## config.mk

```make
export PLATFORM = sky130hd
export DESIGN_NAME = apb_master_flat
export DESIGN_NICKNAME = d
export VERILOG_FILES = /design/src/rtl/apb_master_if.sv /design/src/rtl/apb_master.sv /design/src/flat_wrapper.sv
export SDC_FILE = /design/constraint.sdc
export NUM_CORES = 1
export LEC_CHECK = 0
export BUFFER_PORTS_ARGS = -buffer_cell sky130_fd_sc_hd__buf_2
export CAP_MARGIN = 20
export CORE_MARGIN = 3
export CORE_UTILIZATION = 45
export DETAILED_ROUTE_END_ITERATION = 8
export PLACE_DENSITY = 0.77
export SLEW_MARGIN = 40
export SYNTH_ARGS = -nofsm -noshare
export SYNTH_HDL_FRONTEND = slang
export SYNTH_SLANG_ARGS = --single-unit
```

## constraint.sdc

```tcl
create_clock -name PCLK -period 2.4 [get_ports PCLK]
set_clock_uncertainty 0.15 [all_clocks]
set_input_delay 0.48 -clock PCLK [delete_from_list [all_inputs] [get_ports PCLK]]
set_output_delay 0.48 -clock PCLK [all_outputs]
set_load 0.01 [all_outputs]
```

## src/rtl/apb_master_if.sv

```systemverilog
// APB bus bundle between the apb_master and its two slaves.
// The master drives selects, enable, address, write data and strobes;
// the selected slave returns PREADY and PRDATA.
interface apb_master_if #(
  parameter int PDATA_SIZE = 32
);
  logic                    PSEL1;
  logic                    PSEL2;
  logic                    PENABLE;
  logic                    PWRITE;
  logic [PDATA_SIZE-1:0]   PADDR;
  logic [PDATA_SIZE-1:0]   PWDATA;
  logic [PDATA_SIZE/8-1:0] PSTRB;
  logic                    PREADY;
  logic [PDATA_SIZE-1:0]   PRDATA;

  modport master (
    output PSEL1, PSEL2, PENABLE, PWRITE, PADDR, PWDATA, PSTRB,
    input  PREADY, PRDATA
  );

  modport slave (
    input  PSEL1, PSEL2, PENABLE, PWRITE, PADDR, PWDATA, PSTRB,
    output PREADY, PRDATA
  );
endinterface

```

## src/rtl/apb_master.sv

```systemverilog
// APB master: takes one request at a time from a valid/ready port, runs
// the SETUP/ACCESS sequence on one of two slaves and returns a one-cycle
// response pulse. A transfer stalled too long in ACCESS is aborted with
// rsp_err=1. All bus and response outputs come straight from flops.
module apb_master #(
  parameter int PDATA_SIZE = 32,
  parameter int TIMEOUT    = 16
) (
  input  logic                    PCLK,
  input  logic                    PRESETn,
  input  logic                    req_valid,
  output logic                    req_ready,
  input  logic                    req_write,
  input  logic                    req_slave,
  input  logic [PDATA_SIZE-1:0]   req_addr,
  input  logic [PDATA_SIZE-1:0]   req_wdata,
  input  logic [PDATA_SIZE/8-1:0] req_strb,
  output logic                    rsp_valid,
  output logic [PDATA_SIZE-1:0]   rsp_rdata,
  output logic                    rsp_err,
  apb_master_if.master            apb
);

  localparam int         STRB_W    = PDATA_SIZE / 8;
  localparam logic [7:0] TIMEOUT_C = 8'(TIMEOUT);

  typedef enum logic [1:0] {
    ST_IDLE   = 2'd0,
    ST_SETUP  = 2'd1,
    ST_ACCESS = 2'd2
  } state_t;

  state_t                state_r, state_s;
  logic [7:0]            wait_cnt_r, wait_cnt_s;
  logic [7:0]            wait_cnt_inc_s;
  logic                  timeout_s;
  logic                  psel1_r, psel1_s;
  logic                  psel2_r, psel2_s;
  logic                  penable_r, penable_s;
  logic                  pwrite_r, pwrite_s;
  logic [PDATA_SIZE-1:0] paddr_r, paddr_s;
  logic [PDATA_SIZE-1:0] pwdata_r, pwdata_s;
  logic [STRB_W-1:0]     pstrb_r, pstrb_s;
  logic                  rsp_valid_r, rsp_valid_s;
  logic [PDATA_SIZE-1:0] rsp_rdata_r, rsp_rdata_s;
  logic                  rsp_err_r, rsp_err_s;

  // The wait count is the number of ACCESS edges already seen with PREADY
  // low; abort fires on the edge where that count would reach TIMEOUT.
  assign wait_cnt_inc_s = wait_cnt_r + 8'd1;
  assign timeout_s      = (!apb.PREADY) && (wait_cnt_inc_s == TIMEOUT_C);

  // State and output registers; synchronous active-low reset.
  always_ff @(posedge PCLK) begin
    if (!PRESETn) begin
      state_r     <= ST_IDLE;
      wait_cnt_r  <= 8'd0;
      psel1_r     <= 1'b0;
      psel2_r     <= 1'b0;
      penable_r   <= 1'b0;
      pwrite_r    <= 1'b0;
      paddr_r     <= {PDATA_SIZE{1'b0}};
      pwdata_r    <= {PDATA_SIZE{1'b0}};
      pstrb_r     <= {STRB_W{1'b0}};
      rsp_valid_r <= 1'b0;
      rsp_rdata_r <= {PDATA_SIZE{1'b0}};
      rsp_err_r   <= 1'b0;
    end else begin
      state_r     <= state_s;
      wait_cnt_r  <= wait_cnt_s;
      psel1_r     <= psel1_s;
      psel2_r     <= psel2_s;
      penable_r   <= penable_s;
      pwrite_r    <= pwrite_s;
      paddr_r     <= paddr_s;
      pwdata_r    <= pwdata_s;
      pstrb_r     <= pstrb_s;
      rsp_valid_r <= rsp_valid_s;
      rsp_rdata_r <= rsp_rdata_s;
      rsp_err_r   <= rsp_err_s;
    end
  end

  // Next-state decode: SETUP always lasts one cycle, ACCESS ends on PREADY or timeout.
  always_comb begin
    state_s = state_r;
    case (state_r)
      ST_IDLE: begin
        if (req_valid) begin
          state_s = ST_SETUP;
        end else begin
          state_s = ST_IDLE;
        end
      end
      ST_SETUP: begin
        state_s = ST_ACCESS;
      end
      ST_ACCESS: begin
        if (apb.PREADY || timeout_s) begin
          state_s = ST_IDLE;
        end else begin
          state_s = ST_ACCESS;
        end
      end
      default: begin
        state_s = ST_IDLE;
      end
    endcase
  end

  // Next values of the registered bus/response outputs and the wait counter.
  always_comb begin
    wait_cnt_s  = wait_cnt_r;
    psel1_s     = psel1_r;
    psel2_s     = psel2_r;
    penable_s   = penable_r;
    pwrite_s    = pwrite_r;
    paddr_s     = paddr_r;
    pwdata_s    = pwdata_r;
    pstrb_s     = pstrb_r;
    rsp_valid_s = 1'b0;
    rsp_rdata_s = rsp_rdata_r;
    rsp_err_s   = rsp_err_r;
    case (state_r)
      ST_IDLE: begin
        if (req_valid) begin
          // Reads carry no data or strobes on the bus.
          wait_cnt_s = 8'd0;
          psel1_s    = !req_slave;
          psel2_s    = req_slave;
          penable_s  = 1'b0;
          pwrite_s   = req_write;
          paddr_s    = req_addr;
          pwdata_s   = req_write ? req_wdata : {PDATA_SIZE{1'b0}};
          pstrb_s    = req_write ? req_strb : {STRB_W{1'b0}};
        end else begin
          psel1_s   = 1'b0;
          psel2_s   = 1'b0;
          penable_s = 1'b0;
        end
      end
      ST_SETUP: begin
        penable_s = 1'b1;
      end
      ST_ACCESS: begin
        if (apb.PREADY) begin
          psel1_s     = 1'b0;
          psel2_s     = 1'b0;
          penable_s   = 1'b0;
          rsp_valid_s = 1'b1;
          rsp_err_s   = 1'b0;
          rsp_rdata_s = pwrite_r ? {PDATA_SIZE{1'b0}} : apb.PRDATA;
        end else if (timeout_s) begin
          wait_cnt_s  = wait_cnt_inc_s;
          psel1_s     = 1'b0;
          psel2_s     = 1'b0;
          penable_s   = 1'b0;
          rsp_valid_s = 1'b1;
          rsp_err_s   = 1'b1;
          rsp_rdata_s = {PDATA_SIZE{1'b0}};
        end else begin
          wait_cnt_s = wait_cnt_inc_s;
        end
      end
      default: begin
        psel1_s   = 1'b0;
        psel2_s   = 1'b0;
        penable_s = 1'b0;
      end
    endcase
  end

  assign req_ready   = (state_r == ST_IDLE) && PRESETn;
  assign rsp_valid   = rsp_valid_r;
  assign rsp_rdata   = rsp_rdata_r;
  assign rsp_err     = rsp_err_r;
  assign apb.PSEL1   = psel1_r;
  assign apb.PSEL2   = psel2_r;
  assign apb.PENABLE = penable_r;
  assign apb.PWRITE  = pwrite_r;
  assign apb.PADDR   = paddr_r;
  assign apb.PWDATA  = pwdata_r;
  assign apb.PSTRB   = pstrb_r;

endmodule

```

## src/flat_wrapper.sv

```systemverilog
// flat-port wrapper written by rule: the top's interface ports become plain ports
module apb_master_flat 
#(
  parameter int PDATA_SIZE = 32,
  parameter int TIMEOUT    = 16
)
  (PCLK, PRESETn, req_valid, req_ready, req_write, req_slave, req_addr, req_wdata, req_strb, rsp_valid, rsp_rdata, rsp_err, apb_PSEL1, apb_PSEL2, apb_PENABLE, apb_PWRITE, apb_PADDR, apb_PWDATA, apb_PSTRB, apb_PREADY, apb_PRDATA);
  apb_master_if #(.PDATA_SIZE(PDATA_SIZE)) apb_i ();
  input  logic PCLK;
  input  logic PRESETn;
  input  logic req_valid;
  output logic req_ready;
  input  logic req_write;
  input  logic req_slave;
  input  logic [PDATA_SIZE-1:0] req_addr;
  input  logic [PDATA_SIZE-1:0] req_wdata;
  input  logic [PDATA_SIZE/8-1:0] req_strb;
  output logic rsp_valid;
  output logic [PDATA_SIZE-1:0] rsp_rdata;
  output logic rsp_err;
  output wire logic [$bits(apb_i.PSEL1)-1:0] apb_PSEL1;
  output wire logic [$bits(apb_i.PSEL2)-1:0] apb_PSEL2;
  output wire logic [$bits(apb_i.PENABLE)-1:0] apb_PENABLE;
  output wire logic [$bits(apb_i.PWRITE)-1:0] apb_PWRITE;
  output wire logic [$bits(apb_i.PADDR)-1:0] apb_PADDR;
  output wire logic [$bits(apb_i.PWDATA)-1:0] apb_PWDATA;
  output wire logic [$bits(apb_i.PSTRB)-1:0] apb_PSTRB;
  input wire logic [$bits(apb_i.PREADY)-1:0] apb_PREADY;
  input wire logic [$bits(apb_i.PRDATA)-1:0] apb_PRDATA;
  assign apb_PSEL1 = apb_i.PSEL1;
  assign apb_PSEL2 = apb_i.PSEL2;
  assign apb_PENABLE = apb_i.PENABLE;
  assign apb_PWRITE = apb_i.PWRITE;
  assign apb_PADDR = apb_i.PADDR;
  assign apb_PWDATA = apb_i.PWDATA;
  assign apb_PSTRB = apb_i.PSTRB;
  assign apb_i.PREADY = apb_PREADY;
  assign apb_i.PRDATA = apb_PRDATA;
  apb_master #(.PDATA_SIZE(PDATA_SIZE), .TIMEOUT(TIMEOUT)) u_core (.PCLK(PCLK), .PRESETn(PRESETn), .req_valid(req_valid), .req_ready(req_ready), .req_write(req_write), .req_slave(req_slave), .req_addr(req_addr), .req_wdata(req_wdata), .req_strb(req_strb), .rsp_valid(rsp_valid), .rsp_rdata(rsp_rdata), .rsp_err(rsp_err), .apb(apb_i));
endmodule
```

Yosys cells after proc, flatten, opt, wreduce, memory -nomap -nowiden:

Index checks and enable logic that the tools add are counted.

* flip-flop bits (word level): 116
* bits in latches: 0
* memory bits (writable): 0
* memory bits (read-only): 0
* bits of input ports: 106
* output and inout port bits: 107
* word-level logic and storage cells: 55
* memories kept: 0

* add/subtract/negate cells: 1
* multiply operators: 0
* divide/modulo/power cells: 0
* order comparisons: 0
* equality and inequality tests: 6
* shift-type cells: 0
* muxes and demuxes: 22
* bitwise operators: 1
* reductions and logical operators: 13

Operators by type and width (count)
* two-way mux 32 bit: 4
* two-way mux 8 bit: 2
* one-hot mux 8 bit (2 select lines): 1
* two-way mux 1 bit: 9
* adder 8 x 1 -> 8 bit (second input constant): 1
* equality test 8 x 5 -> 1 bit (second input constant): 1
* AND reduction 2 bit: 4
* one-hot mux 1 bit (3 select lines): 2
* one-hot mux 2 bit (3 select lines): 1
* two-way mux 4 bit: 1
* != test 2 bit (second input constant): 2
* nonzero test 2 bit: 2
* != test 3 x 2 -> 1 bit (second input constant): 1
* AND reduction 3 bit: 1
* equality test 2 x 1 -> 1 bit (second input constant): 1
* equality test 2 bit (second input constant): 1
* logical AND 1 bit: 2
* zero test 1 bit: 2
* zero test 2 bit: 1
* two-way mux 2 bit: 1
* one-hot mux 1 bit (2 select lines): 1
* logical OR 1 bit: 1
* NOT 1 bit: 1

Depth between registers and ports, before layout:

* depth in word-level cells: 6
* mapped depth: 6
* depth with buffers taken out: 5

Least setup slack after synthesis:

OpenSTA, ideal clock, no wires.

* kind: input to register
* start point: in apb_PREADY
* end point: reg u_core.wait_cnt_r[5]
* library setup time: 0.058 ns
* arrival time: 1.419 ns
* required time: 2.192 ns
* slack: 0.773 ns
* stages on the path: 6
* path buffers: 2
* cell sequence: clkbuf_1 nor3b_1 buf_2 o21ai_0 a21boi_0 o21a_1

* word-level cells in the longest chain between the ends: 2

Ends and longest elaborated chain
* from (decl): RTL line flat_wrapper.sv:28 `input wire logic [$bits(apb_i.PREADY)-1:0] apb_PREADY;`
* != test 2 bit (no line)
* AND reduction 3 bit (no line)
* to (signal assigned): RTL line apb_master.sv:70 `wait_cnt_r <= wait_cnt_s;`
* to (decl): RTL line apb_master.sv:34 `logic [7:0] wait_cnt_r, wait_cnt_s;`

No other way between the ends.
A chain may end at the register's enable or synchronous reset.

Worst setup path in the final report:

* start point: reg u_core.state_r[1]
* end point: out req_ready

* word-level cells in the longest chain between the ends: 2

Ends and longest elaborated chain
* from (decl): RTL line apb_master.sv:33 `state_t state_r, state_s;`
* from (signal assigned): RTL line apb_master.sv:69 `state_r <= state_s;`
* zero test 2 bit: RTL line apb_master.sv:173 `assign req_ready = (state_r == ST_IDLE) && PRESETn;`
* logical AND 1 bit: RTL line apb_master.sv:173
* to (decl): RTL line flat_wrapper.sv:12 `output logic req_ready;`

No other way between the ends.

==> results.ini <==
[detailed_routing]
drc = 0
drt-initial-drc-count = 445
via_per_inst = 5.36
postRouteAntennaNets = 0
vias = 4702
drt-total-wl_mm = 13.8
wire_per_inst_um = 15.7
first_pass_iters = 7

[logic_synthesis]
synthSimpleGateAreaFrac_pct = 22.0
ys_types = 37
synth_mux_area_share_pct = 0.209
syn_area_um2 = 4780
synth_edf_count = 0
syn_inst = 543
synth_compound_area_share_pct = 23.7
synthAdderAreaFrac_pct = 0.262
synth_top_family_by_area = compound AO/OA/AOI/OAI gates
syn-num-nets = 650
async_flop_share_pct = 0
synth_xor_area_share_pct = 0
syn_avg_cell_area_um2 = 8.80
ys.flop_type = dfxtp_1
yosys_warnings = 0
synth-seq-area-share_pct = 48.6
yosys_register_bits = 116

[clocking]
clock_sinks = 116
h-tree-depth = 4
cts_resized = 0
clk_latency_ps = 510
hold_buffers = 0
cts_tree = built
cts.root.buffer_cell = clkbuf_8
post_cts_buffers = 0
cts_buffers = 17
clock_path_buffers = 2
clk_pin_slew_ps = 60

[timing]
setup_viol = 0
slew_viol_final = 0
fin_crit_ps = 2060
tightest_slew_ps = 705
rsz0062_at_grt = false
hold_viol = 0
fin_crit_sh_pct = 85.8
tns_ps = 0
max_freq_ghz = 0.486
slew_headroom_pct = 53.0
whs_ps = 32.1

[grt]
grt_usage_pct = 22.6
grt.overflow.total = 0
antenna_found_initial = 0
grt_pass1_wl_mm = 21.4
grt_pass1_vias = 4501
grt_max_degree = 70

[setup_path]
cp-end-kind = output port
slowest_stage = dfxtp_1
start_kind = flip-flop
crit_path_max_fanout = 8
worstPathCellList = nand2b_1 -> nor2_1 -> buf_2
crit_arrival_ps = 1430
required_ps = 1770
worstSetupPathType = reg2out
cpPeakStageDelay_ps = 380

[place]
port_buffers = 212
place.gp.congestion = 0.790
hpwl_mm = 9.41

[status]
status = finished clean

[layout]
nets = 839
fill_cells = 828
area_growth_pct = 34.5
antenna-diode-count = 0
layout-drive-gt1-share_pct = 34.4

[power]
p_leak_nw = 2.80
power_density_nw_per_um2 = 776
max-vdd-ir-drop_v = 0.000354

[hold_path]
hold_path_class = in2reg

[floorplan]
start_util_pct = 47.6
dieWidth_um = 109
die_h_um = 109
die_area_um2 = 11900
num_rows = 36
io_pins = 213
core_region_area_um2 = 10000

[flow_run]
drv_cap = 0

[cell usage after synthesis, types with 3 or more instances]
library cell,count,area (µm²)
o21a_1,3,22.5
a21oi_1,6,30.0
buf_2,17,85.1
nand3_1,41,205
buf_6,3,33.8
o21ai_0,36,180
nor2_1,6,22.5
clkbuf_1,35,131
o21ai_1,3,15.0
a21boi_0,58,435
a21boi_1,15,113
nor4_1,3,18.8
dfxtp_1,116,2320
nand3b_1,34,255
nand2_1,107,402
a32oi_1,32,280
[logic make-up after synthesis]
kind of cell,Yosys count
multiplexers,1
flip-flops,116
adder cells (fa/ha/maj),1
AND/OR/NAND/NOR,210
AO/OA/AOI/OAI,160
buffers and inverters,55
[metrics by stage]
| stage | cell area, µm² | worst slack, ps | total power, mW | cells | util (%) |
|---|---|---|---|---|---|
| floorplan | 4780 | 773 | 2.39 | 543 | - |
| global placement | 5860 | 470 | 2.61 | 846 | 58.3 |
| detailed placement | 5860 | 427 | 2.62 | 846 | 58.3 |
| CTS | 6430 | 333 | 5.03 | 878 | 64.0 |
| global route | 6430 | 263 | 5.19 | 878 | 64.0 |
| finish | 6430 | 341 | 4.99 | 878 | 64.0 |
[registers in the layout, indices dropped and copies added, names as in the netlist]
register and count:
u_core.apb.PADDR 32, u_core.apb.PENABLE 1, u_core.apb.PSEL1 1, u_core.apb.PSEL2 1, u_core.apb.PSTRB 4, u_core.apb.PWDATA 32
u_core.apb.PWRITE 1, u_core.rsp_err 1, u_core.rsp_rdata 32, u_core.rsp_valid 1, u_core.state_r 2, u_core.wait_cnt_r 8
[final timing paths]
kind	slack [ps]	depth (start not counted)	startpoint	end
worst max register to register	480	4	u_core.state_r[0]	u_core.apb.PWDATA[17]
worst min register to register	300	2	u_core.apb.PADDR[19]	u_core.apb.PADDR[19]
worst min-delay path	30	3	apb_PRDATA[12]	u_core.rsp_rdata[12]
worst max-delay path	340	3	u_core.state_r[1]	req_ready
[critical path, delay by kind of cell, from the launching register on]
family | cells | cell delay, ps
flops | 1 | 380
simple gates | 2 | 380
buf+inv | 1 | 170
[cells in the final DEF, fill, tap and decap left out, types with 2 or more instances in the layout]
master,instances
buf_2,211
dfxtp_1,116
nand2_1,107
a21boi_0,58
nand3_1,41
o21ai_0,36
nand3b_1,34
a32oi_1,32
clkbuf_16,16
a21boi_1,15
buf_4,14
nor2_1,6
a21oi_1,5
clkbuf_1,5
clkinv_2,4
o21ai_1,3
nor4_1,3
o21a_1,3
clkinvlp_4,3
bufinv_16,3
nand2b_1,2
and2_1,2
nand4b_1,2
nor3b_1,2
o22ai_1,2
nor2b_1,2
[cell type report]
class	count	area [µm²]	area share [%]
Sequential cell	116	2320	36.1
Multi-Input combinational cell	372	2210	34.4
Timing Repair Buffer	225	1160	18.1
Clock buffer	22	433	6.74
Tap cell	133	166	2.59
Clock inverter	10	133	2.06
[report_power, final]
group	internal, mW	switching (mW)	total, mW	leakage [nW]
clock network	1.57	0.833	2.40	0.269
logic	0.217	0.295	0.512	1.59
registers	2.02	0.0559	2.07	0.945
[per-layer routing]
layer | GRT usage, % | part of all wire, % | vias up
met5 | 0 | 0 | -
met4 | 8.03 | 1.7 | 0
met3 | 7.05 | 7.8 | 19
met2 | 38.9 | 50 | 181
met1 | 26.3 | 41 | 2198
li1 | - | - | 2304
Power figures use the tool's default switching activity.
